$ cat config.mk
export PLATFORM = sky130hd
export DESIGN_NAME = i2c_reg_sequencer
export DESIGN_NICKNAME = d
export VERILOG_FILES = /design/src/rtl/i2c_reg_sequencer.sv
export SDC_FILE = /design/constraint.sdc
export NUM_CORES = 1
export LEC_CHECK = 0
export ABC_AREA = 1
export CORE_ASPECT_RATIO = 1.4
export CORE_UTILIZATION = 47
export DETAILED_ROUTE_END_ITERATION = 6
export PLACE_DENSITY = 0.83
export SLEW_MARGIN = 20
export SYNTH_ARGS = -nofsm -noshare
export SYNTH_HDL_FRONTEND = slang
export SYNTH_SLANG_ARGS = --single-unit
$ cat constraint.sdc
create_clock -name clk -period 2.1 [get_ports clk]
set_input_delay 0.63 -clock clk [delete_from_list [all_inputs] [get_ports clk]]
set_output_delay 0.63 -clock clk [all_outputs]
set_load 0.005 [all_outputs]
$ cat src/rtl/i2c_reg_sequencer.sv
`timescale 1ns / 1ps
// i2c_reg_sequencer
// Runs a single I2C register write or register read on top of a byte engine.
// The sequencer drives START, repeated-START and STOP itself, hands each
// byte to the engine with a one-cycle start pulse, checks the ACK after
// every written byte and returns one response pulse per command.
module i2c_reg_sequencer #(
    parameter int HALF_PERIOD  = 350,
    parameter int BYTE_TIMEOUT = 20000
) (
    input  logic       clk,
    input  logic       reset_n,
    input  logic       cmd_valid,
    output logic       cmd_ready,
    input  logic       cmd_rw,
    input  logic [6:0] cmd_dev_addr,
    input  logic [7:0] cmd_reg_addr,
    input  logic [7:0] cmd_wdata,
    output logic       rsp_valid,
    output logic [7:0] rsp_rdata,
    output logic       rsp_nack,
    output logic       rsp_timeout,
    output logic       eng_start,
    output logic       eng_mode_w_r,
    output logic [7:0] eng_data,
    input  logic [7:0] eng_read_data,
    input  logic       eng_receive_ack,
    input  logic       eng_idle,
    output logic       bus_own,
    output logic       bus_scl,
    output logic       bus_sda_low
);

    localparam int PHASE_W = ($clog2(HALF_PERIOD) > 9) ? $clog2(HALF_PERIOD) : 9;
    localparam int TO_W    = $clog2(BYTE_TIMEOUT + 1);

    typedef enum logic [4:0] {
        ST_IDLE,
        ST_S1,
        ST_S2,
        ST_LOAD,        // byte and mode presented one cycle ahead of the start pulse
        ST_ISSUE,
        ST_WAIT_BUSY,
        ST_WAIT_DONE,
        ST_R1,
        ST_R2,
        ST_R3,
        ST_R4,
        ST_P1,
        ST_P2,
        ST_P3,
        ST_DONE
    } state_t;

    typedef enum logic [2:0] {
        BYTE_ADDR_W,
        BYTE_REG,
        BYTE_DATA,
        BYTE_ADDR_R,
        BYTE_READ
    } byte_sel_t;

    state_t    state, state_next;
    byte_sel_t byte_sel, byte_next;

    logic               rw_q;
    logic [6:0]         dev_q;
    logic [7:0]         reg_q;
    logic [7:0]         wdata_q;
    logic               nack_q;
    logic               to_q;
    logic [PHASE_W-1:0] phase_cnt;
    logic [TO_W-1:0]    to_cnt;

    logic phase_done;
    logic byte_timeout;
    logic byte_done;
    logic byte_abort;
    logic write_nack;
    logic cmd_accept;

    assign cmd_accept   = (state == ST_IDLE) && cmd_valid;
    assign phase_done   = (phase_cnt == PHASE_W'(HALF_PERIOD - 1));
    assign byte_timeout = (to_cnt == TO_W'(BYTE_TIMEOUT));
    assign byte_done    = (state == ST_WAIT_DONE) && eng_idle;
    assign write_nack   = byte_done && (byte_sel != BYTE_READ) && eng_receive_ack;
    // A finishing byte wins over a timeout that expires in the same cycle.
    assign byte_abort   = byte_timeout &&
                          (((state == ST_WAIT_BUSY) && eng_idle) ||
                           ((state == ST_WAIT_DONE) && !eng_idle));

    // State register.
    always_ff @(posedge clk) begin
        // NOTE: clocked state uses non-blocking assignments so every register
        // samples the pre-edge values regardless of statement order.
        if (!reset_n) state <= ST_IDLE;
        else          state <= state_next;
    end

    // Which byte follows the current one once it completes with ACK.
    always_comb begin
        byte_next = byte_sel;
        case (byte_sel)
            BYTE_ADDR_W: byte_next = BYTE_REG;
            BYTE_REG:    byte_next = rw_q ? BYTE_ADDR_R : BYTE_DATA;
            BYTE_ADDR_R: byte_next = BYTE_READ;
            default:     byte_next = byte_sel;
        endcase
    end

    // Next-state logic: bus condition phases, byte handshake and abort paths.
    always_comb begin
        // NOTE: default first so no path through the case leaves state_next
        // unassigned, which would otherwise infer a latch.
        state_next = state;
        case (state)
            ST_IDLE:      if (cmd_valid) state_next = ST_S1;
            ST_S1:        if (phase_done) state_next = ST_S2;
            ST_S2:        if (phase_done) state_next = ST_LOAD;
            ST_LOAD:      state_next = ST_ISSUE;
            // An engine already busy during the start pulse counts as busy seen.
            ST_ISSUE:     state_next = eng_idle ? ST_WAIT_BUSY : ST_WAIT_DONE;
            ST_WAIT_BUSY: begin
                if (!eng_idle)       state_next = ST_WAIT_DONE;
                else if (byte_abort) state_next = ST_P1;
            end
            ST_WAIT_DONE: begin
                if (byte_done) begin
                    if (write_nack) begin
                        state_next = ST_P1;
                    end else begin
                        case (byte_sel)
                            BYTE_REG:  state_next = rw_q ? ST_R1 : ST_LOAD;
                            BYTE_DATA: state_next = ST_P1;
                            BYTE_READ: state_next = ST_P1;
                            default:   state_next = ST_LOAD;
                        endcase
                    end
                end else if (byte_abort) begin
                    state_next = ST_P1;
                end
            end
            ST_R1:        if (phase_done) state_next = ST_R2;
            ST_R2:        if (phase_done) state_next = ST_R3;
            ST_R3:        if (phase_done) state_next = ST_R4;
            ST_R4:        if (phase_done) state_next = ST_LOAD;
            ST_P1:        if (phase_done) state_next = ST_P2;
            ST_P2:        if (phase_done) state_next = ST_P3;
            ST_P3:        if (phase_done) state_next = ST_DONE;
            ST_DONE:      state_next = ST_IDLE;
            default:      state_next = ST_IDLE;
        endcase
    end

    // Phase and byte-timeout counters, both saturating.
    always_ff @(posedge clk) begin
        if (!reset_n) begin
            phase_cnt <= '0;
            to_cnt    <= '0;
        end else begin
            if (state_next != state)   phase_cnt <= '0;
            else if (phase_cnt != '1)  phase_cnt <= phase_cnt + PHASE_W'(1);

            if ((state == ST_WAIT_BUSY) || (state == ST_WAIT_DONE)) begin
                if (!byte_timeout) to_cnt <= to_cnt + TO_W'(1);
            end else begin
                to_cnt <= '0;
            end
        end
    end

    // Command capture, byte progression, result flags and read data.
    always_ff @(posedge clk) begin
        if (!reset_n) begin
            rw_q      <= 1'b0;
            dev_q     <= '0;
            reg_q     <= '0;
            wdata_q   <= '0;
            byte_sel  <= BYTE_ADDR_W;
            nack_q    <= 1'b0;
            to_q      <= 1'b0;
            rsp_rdata <= '0;
        end else begin
            if (cmd_accept) begin
                rw_q     <= cmd_rw;
                dev_q    <= cmd_dev_addr;
                reg_q    <= cmd_reg_addr;
                wdata_q  <= cmd_wdata;
                byte_sel <= BYTE_ADDR_W;
                nack_q   <= 1'b0;
                to_q     <= 1'b0;
            end
            if (byte_done) begin
                byte_sel <= byte_next;
                if (byte_sel == BYTE_READ) rsp_rdata <= eng_read_data;
                else if (eng_receive_ack)  nack_q    <= 1'b1;
            end
            if (byte_abort) begin
                nack_q <= 1'b1;
                to_q   <= 1'b1;
            end
        end
    end

    // Outputs decoded from the current state (bus levels, engine handshake, response).
    always_comb begin
        cmd_ready    = 1'b0;
        rsp_valid    = 1'b0;
        rsp_nack     = 1'b0;
        rsp_timeout  = 1'b0;
        eng_start    = 1'b0;
        eng_mode_w_r = 1'b0;
        eng_data     = 8'h00;
        bus_own      = 1'b1;
        bus_scl      = 1'b1;
        bus_sda_low  = 1'b0;
        case (state)
            ST_IDLE:      cmd_ready = 1'b1;
            ST_S1:        bus_sda_low = 1'b1;
            ST_S2:        begin bus_scl = 1'b0; bus_sda_low = 1'b1; end
            ST_LOAD,
            ST_WAIT_BUSY,
            ST_WAIT_DONE: begin bus_own = 1'b0; bus_scl = 1'b0; end
            ST_ISSUE:     begin bus_own = 1'b0; bus_scl = 1'b0; eng_start = 1'b1; end
            ST_R1:        bus_scl = 1'b0;
            ST_R3:        bus_sda_low = 1'b1;
            ST_R4:        begin bus_scl = 1'b0; bus_sda_low = 1'b1; end
            ST_P1:        begin bus_scl = 1'b0; bus_sda_low = 1'b1; end
            ST_P2:        bus_sda_low = 1'b1;
            ST_DONE:      begin rsp_valid = 1'b1; rsp_nack = nack_q; rsp_timeout = to_q; end
            default:      ;
        endcase
        if ((state == ST_LOAD) || (state == ST_ISSUE) ||
            (state == ST_WAIT_BUSY) || (state == ST_WAIT_DONE)) begin
            case (byte_sel)
                BYTE_ADDR_W: begin eng_mode_w_r = 1'b1; eng_data = {dev_q, 1'b0}; end
                BYTE_REG:    begin eng_mode_w_r = 1'b1; eng_data = reg_q; end
                BYTE_DATA:   begin eng_mode_w_r = 1'b1; eng_data = wdata_q; end
                BYTE_ADDR_R: begin eng_mode_w_r = 1'b1; eng_data = {dev_q, 1'b1}; end
                default:     begin eng_mode_w_r = 1'b0; eng_data = 8'h00; end
            endcase
        end
    end

endmodule

==> impl_metrics.csv, run 1 <==
group,metric,value,unit
logic_synthesis,syn_area_per_cell,6.838,µm²
grt,grt_pass1_wl,17390,µm
die,die_area,7639,µm²
setup_path,cp_common_cell,"nor2_4",
setup_path,rrSetupSlack,-0.22,ns
setup_path,critical_path_class,"register to output pin",
clock_tree,cts.sinks,66,
die,placementRows,36,
timing,maxSlewViolCount,0,
finish,final_cell_mix,"104 x nor2_1, 79 x nand2_1, 77 x buf_4",
grt,busiest_layer,"met2",
die,dieWidth,74.16,µm
setup_path,reg2regPathDepth,16,
finish,post-route-util,73.90,%
finish,nets,698,
grt,grtUsageTotal,29.95,%
grt,use_met2,54.06,%
clock_tree,clkTransAtPathRegs,0.08,ns
setup_path,cp_top_family,"simple AND/OR/NAND/NOR gates",
setup_path,crit_slowest_cell,"dfxtp_4",
clock_tree,root_buffer,"clkbuf_8",
grt,gr-total-overflow,0,
setup_path,rr_endpoint,"state[2]",
setup_path,timing.rr.start,"state[4]",
min_path,hp-start,"to_q",
status,outcome,"finished with violations",
clock_tree,clock_path_buffers,2,
timing,final-setup-viol-count,17,
drt,vias,3968,
setup_path,crit_arrival,1.82,ns
logic_synthesis,synthesis.area,3426,µm²
setup_path,required,1.47,ns
finish,n_fill_cell,497,
finish,multi_input_area,2021,µm²
grt,gr-usage-met3,4.301,%
drt,first_pass_iters,7,
pwr,powerDensity,492.2,nW/µm²
logic_synthesis,ys_warn_count,0,
finish,layout_commonest_cell,"nor2_1",
setup_path,crit_chain,"nor2_4 > nand2_2 > nor2_4 > a31oi_4 > nand2_4 > clkinvlp_4 > a31oi_1 > buf_2",
drt,drtAntennaViolNets,0,
clock_tree,htreeDepth,3,
drt,drtIter0Drc,230,
status,violations,"negative setup slack",
finish,drive_gt1_share,32.07,%
grt,antenna_found_initial,0,
finish,num_antenna_cells,0,
pwr,power,2.556,mW
logic_synthesis,seq_area_frac_synth,38.57,%
timing,period_needed,2.449,ns
timing,setup_ws,-0.3489,ns
setup_path,cp_num_buf_inv,2,
drt,drt_wl_total,11150,µm
finish,fin_cells,756,
timing,fin_crit_sh,116.6,%
drt,drc,0,
placement,dp_hpwl,6858,µm
placement,gp_congestion,0.9394,
drt,wire_per_inst,14.75,µm
logic_synthesis,synthCells,501,
pwr,p_leak,2.263,nW
drt,routed_via_density,5.249,
logic_synthesis,synth_cell_types,39,
min_path,hold_class,"register to register",
pwr,peakVddDrop,0.6334,mV
timing,skew,0.01123,ns
clock_tree,cts_made_buffers,9,
clock_tree,insertion_delay,0.37,ns
timing,rsz0062_at_grt,"true",
timing,hold_viol,0,
setup_path,start_kind,"register",
finish,seqCellArea,1345,µm²
placement,postPlaceCellArea,4531,µm²
grt,grt_max_degree,34,
run,cap_violations,0,
grt,grt_pass1_vias,3949,
setup_path,endpoint_kind,"output pin",
placement,portBuffers,61,
die,chipHeight,103.0,µm
grt,use_met1,31.66,%
min_path,min_path_cells,2,
timing,tns,-3.727,ns
die,start_util,48.75,%
placement,numPlacedInstances,704,
timing,fmax,0.4084,GHz
logic_synthesis,synth_nets,543,
setup_path,max_stage_delay,0.36,ns
finish,design_area,5192,µm²
finish,area_growth,51.57,%
die,ios,62,
min_path,min_to,"to_q",
setup_path,cp_max_fo,5,
die,core-area,7027,µm²
clock_tree,cts_tree,"yes",
logic_synthesis,ys_ff_latch,66,
[per-layer routing]
layer | vias up | wire length (µm)
met2 | 177 | 5811
met4 | 0 | 578
met3 | 55 | 566
li1 | 1919 | -
met5 | - | 0
met1 | 1817 | 4194
[state kept, by name (all words and copies together) (netlist names)]
| signal | count |
|---|---|
| nack_q | 1 |
| dev_q | 7 |
| phase_cnt | 9 |
| wdata_q | 8 |
| to_cnt | 15 |
| reg_q | 8 |
| rw_q | 1 |
| byte_sel | 3 |
| to_q | 1 |
| state | 5 |
| rsp_rdata | 8 |
[worst reg2reg max path: stages, from the launching register on]
cell and delay (ns):
dfxtp_4 0.36, nor2_4 0.20, nand2_2 0.10, nor2_4 0.13
a31oi_4 0.06, buf_4 0.17, buf_6 0.11, buf_6 0.10
buf_6 0.10, buf_4 0.12, buf_4 0.12, buf_4 0.12
buf_4 0.13, buf_4 0.13, o211ai_1 0.13, nor3_1 0.09
nor2_1 0.10
[stage by stage]
stage	setup slack (ns)	hold WS, ns
2_1_floorplan	0.2197	0.4446
3_5_place_dp	-0.3333	0.4713
5_1_grt	-0.3825	0.4963
6_report	-0.3489	0.4843
3_3_place_gp	-0.2560	0.4564
4_1_cts	-0.3467	0.4835
[cell families (layout without fill, tap and decap cells)]
kind of cell,Yosys count,after routing,share of synthesized area (%)
fa+ha+maj,5,5,1.826
xor+xnor,8,8,2.045
simple gates,277,277,37.18
buf+inv,65,225,7.560
compound gates,78,78,12.42
mux,1,1,0.2922
other cells,1,1,0.1095
flops,66,66,38.57
[synth_stat cells]
cell type / n / share of area, %
dfxtp_1: 66 / 39
buf_4: 2 / 0.44
a21oi_1: 17 / 2.5
inv_2: 10 / 1.1
and3_1: 2 / 0.37
nor2_4: 3 / 0.99
nand2_2: 7 / 1.3
o21bai_1: 1 / 0.22
mux2i_1: 1 / 0.29
nor3_2: 9 / 2.6
nand4_1: 5 / 0.91
o221ai_1: 1 / 0.26
clkinv_1: 1 / 0.11
o21ai_0: 37 / 5.4
nor2_1: 114 / 12
o31ai_1: 1 / 0.22
nand2_4: 2 / 0.66
o21a_1: 1 / 0.22
xor2_1: 7 / 1.8
buf_6: 1 / 0.33
xnor2_1: 1 / 0.26
or2_2: 2 / 0.37
nand3_2: 4 / 1.2
ha_1: 5 / 1.8
a211oi_1: 2 / 0.44
nand2_1: 91 / 10
inv_1: 44 / 4.8
o211ai_1: 2 / 0.44
nor3b_1: 3 / 0.66
nand3_1: 18 / 2.6
nor3_1: 10 / 1.5
o21ai_1: 5 / 0.73
nor2_2: 5 / 0.91
conb_1: 1 / 0.11
nor4_1: 1 / 0.18
clkbuf_1: 6 / 0.66
a31oi_1: 11 / 2.0
buf_1: 1 / 0.11
nand3_4: 1 / 0.51
[report_power, final]
part           switching [mW]  internal (mW)  leakage, nW
logic                   0.115          0.119         1.63
registers              0.0261           1.28        0.541
clock network           0.519          0.496       0.0919
total                   0.660           1.90         2.26
[how the worst max path moves through the flow]
stage | start | slack, ns | end | cells past startpoint
global route | state[4] | -0.38 | eng_data[1] | 8
floorplan | state[0] | 0.22 | eng_data[1] | 8
CTS | byte_sel[1] | -0.35 | eng_data[6] | 12
finish | state[4] | -0.35 | eng_data[6] | 8
detailed placement | state[0] | -0.33 | eng_data[1] | 9
global placement | state[0] | -0.26 | eng_data[2] | 9
[final cells by class]
type / count / area share [%]
Clock buffer: 11 / 2.916
Clock inverter: 5 / 0.7229
Inverter: 55 / 4.072
Multi-Input combinational cell: 370 / 38.92
Sequential cell: 66 / 25.90
Tap cell: 95 / 2.289
Timing Repair Buffer: 153 / 25.04
Timing Repair inverter: 1 / 0.1446
[timing repair]
item / in CTS / in global routing
setup endpoints to repair: 17 / 19
cloned: 1 / 0
pin swaps: 12 / 15
gates resized for setup: 99 / 50
hold buffers: 0 / 0
buffers inserted: 46 / 8
(Power assumes the default switching activity.)
==> run 2: changes to the inputs <==
--- a/config.mk
+++ b/config.mk
@@ -5,11 +5,12 @@
 export SDC_FILE = /design/constraint.sdc
 export NUM_CORES = 1
 export LEC_CHECK = 0
-export ABC_AREA = 1
 export CORE_ASPECT_RATIO = 1.4
 export CORE_UTILIZATION = 47
+export CTS_CLUSTER_DIAMETER = 150
 export DETAILED_ROUTE_END_ITERATION = 6
 export PLACE_DENSITY = 0.83
+export SKIP_CTS_REPAIR_TIMING = 1
 export SLEW_MARGIN = 20
 export SYNTH_ARGS = -nofsm -noshare
 export SYNTH_HDL_FRONTEND = slang
==> run 2 against run 1 <==
  * The flow still finishes with violations (negative setup slack)
  * Synthesized cell count decreased by 16%
  * Die area up 1.9%
  * First-iteration DRC count up 20%
  * Wire length is 8.6% lower
  * Global-route usage decreased by 7.0 points
  * Setup slack worse by 0.0057 ns
  * Worst hold slack worse by 0.019 ns
  * Fmax is 0.23% lower
  * Largest power group unchanged
==> impl_metrics.csv, run 2 <==
group,metric,value,unit
status,outcome,"finished with violations",
status,violations,"negative setup slack",
die,core-area,7072,µm²
logic_synthesis,synth_cell_types,61,
timing,period_needed,2.455,ns
logic_synthesis,yosysTopAreaCellShare,37.82,%
logic_synthesis,ys_warn_count,0,
clock_tree,cts.sinks,66,
pwr,powerDensity,514.0,nW/µm²
die,start_util,49.40,%
setup_path,rrSetupSlack,-0.09,ns
finish,final_cell_mix,"70 x nand2_1, 61 x dfxtp_1, 61 x buf_4",
pwr,peakVddDrop,0.5025,mV
clock_tree,root_buffer,"clkbuf_8",
logic_synthesis,yosysMostFrequentCell,"nand2_1",
placement,dp_hpwl,6141,µm
grt,grt_pass1_vias,3284,
die,die_area,7787,µm²
logic_synthesis,synth_ff_type,"dfxtp_1",
logic_synthesis,syn_area_per_cell,8.317,µm²
timing,setup_ws,-0.3546,ns
grt,antenna_found_initial,0,
timing,rsz0062_at_grt,"true",
drt,wire_per_inst,15.90,µm
setup_path,cp_top_family,"simple AND/OR/NAND/NOR gates",
pwr,p_leak,2.000,nW
grt,grtUsageTotal,23.00,%
setup_path,critical_path_class,"register to output pin",
finish,top_register,"to_cnt",
die,ios,62,
setup_path,endpoint_kind,"output pin",
finish,layout_commonest_cell,"nand2_1",
clock_tree,clock_path_buffers,2,
clock_tree,insertion_delay,0.35,ns
die,placementRows,36,
clock_tree,clkTransAtPathRegs,0.08,ns
grt,grt_max_degree,30,
grt,gr-total-overflow,0,
logic_synthesis,yosysTopAreaCell,"dfxtp_1",
drt,drc,0,
clock_tree,cts_tree,"yes",
finish,drive_gt1_share,29.12,%
placement,gp_congestion,1.036,
logic_synthesis,async_flop_share,0,%
drt,first_pass_iters,4,
setup_path,crit_slowest_cell,"dfxtp_2",
finish,n_fill_cell,500,
timing,final-setup-viol-count,23,
logic_synthesis,synth_enable_flop_cells,0,
die,chipHeight,104.0,µm
setup_path,reg2regPathDepth,11,
finish,nets,583,
min_path,hold_class,"register to register",
timing,tns,-3.716,ns
placement,portBuffers,61,
setup_path,start_kind,"register",
setup_path,required,1.47,ns
min_path,hp-start,"reg_q[4]",
logic_synthesis,synthCells,420,
setup_path,cp_common_cell,"nand2_2",
finish,largest_register_ffs,15,
timing,skew,0.008857,ns
finish,top_regs,"to_cnt (15), phase_cnt (9)",
setup_path,cp_num_buf_inv,2,
drt,routed_via_density,5.573,
logic_synthesis,synth_nets,462,
logic_synthesis,synthesis.area,3493,µm²
placement,numPlacedInstances,597,
timing,fin_crit_sh,116.9,%
pwr,power,2.634,mW
setup_path,crit_chain,"nand2_2 > xnor2_4 > nand2_2 > or2_4 > buf_4 > a211oi_2 > buf_2",
min_path,min_to,"reg_q[4]",
clock_tree,htreeDepth,3,
logic_synthesis,ys_ff_latch,66,
min_path,min_path_cells,2,
logic_synthesis,synthTopCellsByCount,"75 x nand2_1, 66 x dfxtp_1, 37 x nor2_1, 26 x a21boi_0, 22 x nor2b_1",
finish,fin_cells,641,
die,dieWidth,74.87,µm
logic_synthesis,yosys-top-cells-area,"dfxtp_1 38%, nand2_1 8.1%, a21boi_0 5.6%",
timing,hold_viol,0,
setup_path,max_stage_delay,0.35,ns
drt,drtAntennaViolNets,0,
setup_path,cp_max_fo,5,
setup_path,crit_start,"state[1]",
setup_path,rr_endpoint,"phase_cnt[1]",
logic_synthesis,seq_area_frac_synth,37.82,%
drt,drtIter0Drc,276,
finish,num_antenna_cells,0,
setup_path,crit_arrival,1.82,ns
drt,vias,3572,
grt,grt_pass1_wl,14010,µm
drt,drt_wl_total,10190,µm
timing,whs,0.4649,ns
setup_path,timing.rr.start,"state[1]",
finish,area_growth,46.67,%
clock_tree,cts_made_buffers,9,
finish,post-route-util,72.45,%
run,cap_violations,0,
timing,maxSlewViolCount,0,
timing,fmax,0.4074,GHz
run 2: cell count changes after synthesis, moves of 10 or more:
cell	delta
nor2_1	-77
clkbuf_1	+13
o21ai_0	-26
a21boi_0	+26
inv_1	-37
inv_2	-10
mux2i_1	+16
nor2b_1	+22
a211oi_1	+13
nand2_1	-16
run 2: worst max path at each step:
stage                         endpoint  slack (ns)  cells after the start
after CTS                  eng_data[5]       -0.71                      6
after global placement    phase_cnt[1]       -0.40                      7
after global routing       eng_data[4]       -0.40                      7
after detailed placement  phase_cnt[1]       -0.48                      7
after floorplan           phase_cnt[0]       -0.03                      8
final                      eng_data[7]       -0.35                      7
run 2: cell type report:
cell class | count | area (µm²) | share of cell area [%]
Timing Repair Buffer | 134 | 1177 | 22.98
Clock inverter | 5 | 52.55 | 1.026
Multi-Input combinational cell | 323 | 2265 | 44.20
Tap cell | 95 | 118.9 | 2.320
Clock buffer | 11 | 151.4 | 2.955
Sequential cell | 66 | 1330 | 25.96
Inverter | 7 | 28.78 | 0.5617
run 2: where the power goes:
group / leakage [nW] / switching (mW) / internal (mW) / total [mW]
Clock: 0.105 / 0.493 / 0.606 / 1.10
Sequential: 0.538 / 0.0156 / 1.28 / 1.29
Combinational: 1.36 / 0.112 / 0.131 / 0.243
run 2: stage by stage:
stage,setup slack (ns),area [µm²]
after detailed placement,-0.4783,4527
after global routing,-0.3976,5124
after floorplan,-0.03374,3541
final,-0.3546,5124
after CTS,-0.7137,4731
after global placement,-0.4000,4527
run 2: cells by family after synthesis:
| kind of cell | Yosys count | share of synthesized area [%] |
|---|---|---|
| adder cells (fa/ha/maj) | 5 | 1.791 |
| other | 1 | 0.1073 |
| AO/OA/AOI/OAI | 83 | 17.08 |
| multiplexers | 17 | 4.871 |
| AND/OR/NAND/NOR | 194 | 28.26 |
| buffers and inverters | 33 | 4.799 |
| flip-flops | 66 | 37.82 |
| XOR/XNOR | 21 | 5.265 |
run 2: worst reg2reg max path, stage by stage, from the launching register on:
cell and delay [ns]:
dfxtp_2 0.34, buf_4 0.13, buf_6 0.12, buf_4 0.13
buf_4 0.14, nor2_4 0.11, buf_4 0.12, nand2_1 0.06
a32o_2 0.30, a21oi_2 0.27, o2111ai_4 0.17, a211oi_2 0.23
run 2: layer usage:
metal | up-vias | track usage (%) | part of all wire, %
met5 | - | 0 | 0
met4 | 0 | 10.92 | 3.6
met3 | 37 | 5.136 | 4.2
met2 | 117 | 40.28 | 53
met1 | 1720 | 25.21 | 39
li1 | 1698 | - | -
==> run 3: changes to the inputs <==
--- a/config.mk
+++ b/config.mk
@@ -6,10 +6,11 @@
 export NUM_CORES = 1
 export LEC_CHECK = 0
 export CORE_ASPECT_RATIO = 1.4
+export CORE_MARGIN = 4
 export CORE_UTILIZATION = 47
 export CTS_CLUSTER_DIAMETER = 150
 export DETAILED_ROUTE_END_ITERATION = 6
-export PLACE_DENSITY = 0.83
+export PLACE_DENSITY = 0.74
 export SKIP_CTS_REPAIR_TIMING = 1
 export SLEW_MARGIN = 20
 export SYNTH_ARGS = -nofsm -noshare
==> run 3 against run 2 <==
  * Critical path depth increased by 1
  * Cell area is 2.4% lower
  * Clock power barely moved
  * Utilization down 2.2 points
  * Wire length is 7.7% lower
  * Worst hold slack improved by 0.0030 ns
  * Sequential cell count did not move
  * Sequential power hardly changed
  * The run still ends with negative setup slack left
  * Critical path type unchanged
==> impl_metrics.csv, run 3 (synthesis gave the netlist of run 2 again) <==
group,metric,value,unit
timing,slew_headroom,66.15,%
finish,area_growth,43.19,%
timing,setup_ws,-0.3859,ns
drt,first_pass_iters,4,
die,ios,62,
grt,grt_max_degree,30,
setup_path,cp_max_fo,5,
pwr,peakVddDrop,0.4383,mV
pwr,swShare,23.83,%
clock_tree,root_buffer,"clkbuf_8",
timing,fin_crit_sh,118.4,%
grt,grtUsageTotal,21.26,%
die,dieWidth,80.87,µm
timing,maxSlewViolCount,0,
timing,fmax,0.4023,GHz
drt,drtAntennaViolNets,0,
placement,gp_congestion,0.9790,
timing,period_needed,2.486,ns
drt,wire_per_inst,14.86,µm
min_path,hp-start,"wdata_q[7]",
setup_path,crit_arrival,1.86,ns
finish,top_regs,"to_cnt (15), phase_cnt (9)",
placement,portBuffers,61,
finish,n_fill_cell,589,
pwr,seqPwrFrac,49.6,%
placement,dp_hpwl,6620,µm
setup_path,critical_path_class,"register to output pin",
finish,nets,575,
min_path,min_to,"wdata_q[7]",
pwr,power,2.607,mW
pwr,p_leak,1.952,nW
pwr,p_switching,621.2,µW
finish,post-route-util,70.29,%
finish,multi_input_area,2191,µm²
min_path,min_path_cells,2,
drt,drtIter0Drc,206,
setup_path,required,1.47,ns
pwr,power_frac_comb,9.2,%
setup_path,timing.rr.start,"state[1]",
status,violations,"negative setup slack",
finish,drive_gt1_share,27.88,%
finish,num_antenna_cells,0,
run,cap_violations,0,
grt,grt_pass1_wl,14650,µm
die,core-area,7117,µm²
drt,vias,3391,
finish,seqCellArea,1326,µm²
clock_tree,cts.sinks,66,
drt,drt_wl_total,9405,µm
setup_path,endpoint_kind,"output pin",
die,die_area,8896,µm²
finish,largest_register_ffs,15,
die,placementRows,36,
finish,layout_commonest_cell,"nand2_1",
pwr,p_int,1.986,mW
setup_path,start_kind,"register",
clock_tree,htreeDepth,3,
clock_tree,insertion_delay,0.36,ns
timing,hold_viol,0,
clock_tree,cts_made_buffers,9,
setup_path,reg2regPathDepth,11,
grt,gr-total-overflow,0,
timing,skew,0.007004,ns
clock_tree,cts_tree,"yes",
clock_tree,clkTransAtPathRegs,0.07,ns
finish,final_cell_mix,"72 x nand2_1, 62 x dfxtp_1, 51 x buf_4",
drt,drc,0,
die,start_util,49.09,%
min_path,hold_class,"register to register",
timing,worstMarginPinSlew,0.5039,ns
finish,top_register,"to_cnt",
timing,final-setup-viol-count,23,
grt,grt_pass1_vias,3233,
clock_tree,clock_path_buffers,2,
status,outcome,"finished with violations",
timing,rsz0062_at_grt,"true",
setup_path,rr_endpoint,"phase_cnt[1]",
pwr,powerDensity,521.2,nW/µm²
pwr,clockPowerShare,41.2,%
drt,routed_via_density,5.357,
die,chipHeight,110.0,µm
setup_path,rrSetupSlack,-0.14,ns
grt,antenna_found_initial,0,
-- run 3: cell count changes in the layout (fill, tap and decap cells not counted), sizes merged --
cell / delta
buf: -4
clkbuf: -4
dlymetal6s2s: +2
clkdlybuf4s50: -1
clkinv: +1
clkinvlp: -1
o2111ai: -1
-- run 3: through the flow --
step                      setup TNS [ns]  setup slack (ns)  std cells  instance area [µm²]  hold WS, ns
after global placement            -6.567           -0.3727        601                 4544       0.4497
after detailed placement          -7.363           -0.4375        601                 4544       0.4577
after floorplan                  -0.3030          -0.03374        420                 3541       0.4399
after CTS                         -11.27           -0.7507        617                 4740       0.4671
final                             -4.828           -0.3859        633                 5002       0.4680
after global routing              -6.942           -0.4862        633                 5002       0.4904
-- run 3: power groups by stage --
stage                     logic (mW)  clock network, mW  registers, mW
after floorplan                0.107                  0           1.32
after global placement         0.218                  0           1.32
after detailed placement       0.223                  0           1.32
after CTS                      0.224               1.10           1.29
after global routing           0.260               1.15           1.30
final                          0.239               1.07           1.29
-- run 3: layout make-up --
class | count | area share, %
sequential | 66 | 26.51
timing repair buffer | 127 | 22.89
inverter | 7 | 0.5253
clock buffer | 11 | 2.826
multi-input combinational | 322 | 43.80
clock inverter | 5 | 1.076
tap | 95 | 2.376
-- run 3: worst max-delay path by stage --
| stage | start | to | slack, ns | cells after the start |
|---|---|---|---|---|
| floorplan | to_cnt[0] | phase_cnt[0] | -0.03 | 8 |
| global placement | eng_idle | phase_cnt[0] | -0.37 | 8 |
| detailed placement | eng_idle | phase_cnt[7] | -0.44 | 8 |
| CTS | state[1] | rsp_timeout | -0.75 | 6 |
| global route | state[1] | eng_data[6] | -0.49 | 8 |
| finish | state[1] | eng_data[6] | -0.39 | 8 |
-- run 3: critical path, stage by stage, from the launching register on --
cell and delay (ns):
dfxtp_2 0.34, nand2_2 0.06, xnor2_1 0.13, nand2_1 0.13, buf_4 0.15, or2_4 0.28
buf_4 0.14, a211oi_2 0.13, buf_2 0.14
-- run 3: routing by layer --
layer  part of all wire, %  wire, µm  global-route usage (%)
met1                    38      3589                   22.73
met2                    55      5176                   38.84
met3                   3.8       357                   3.089
met5                     0         0                       0
met4                   3.0       282                   12.68
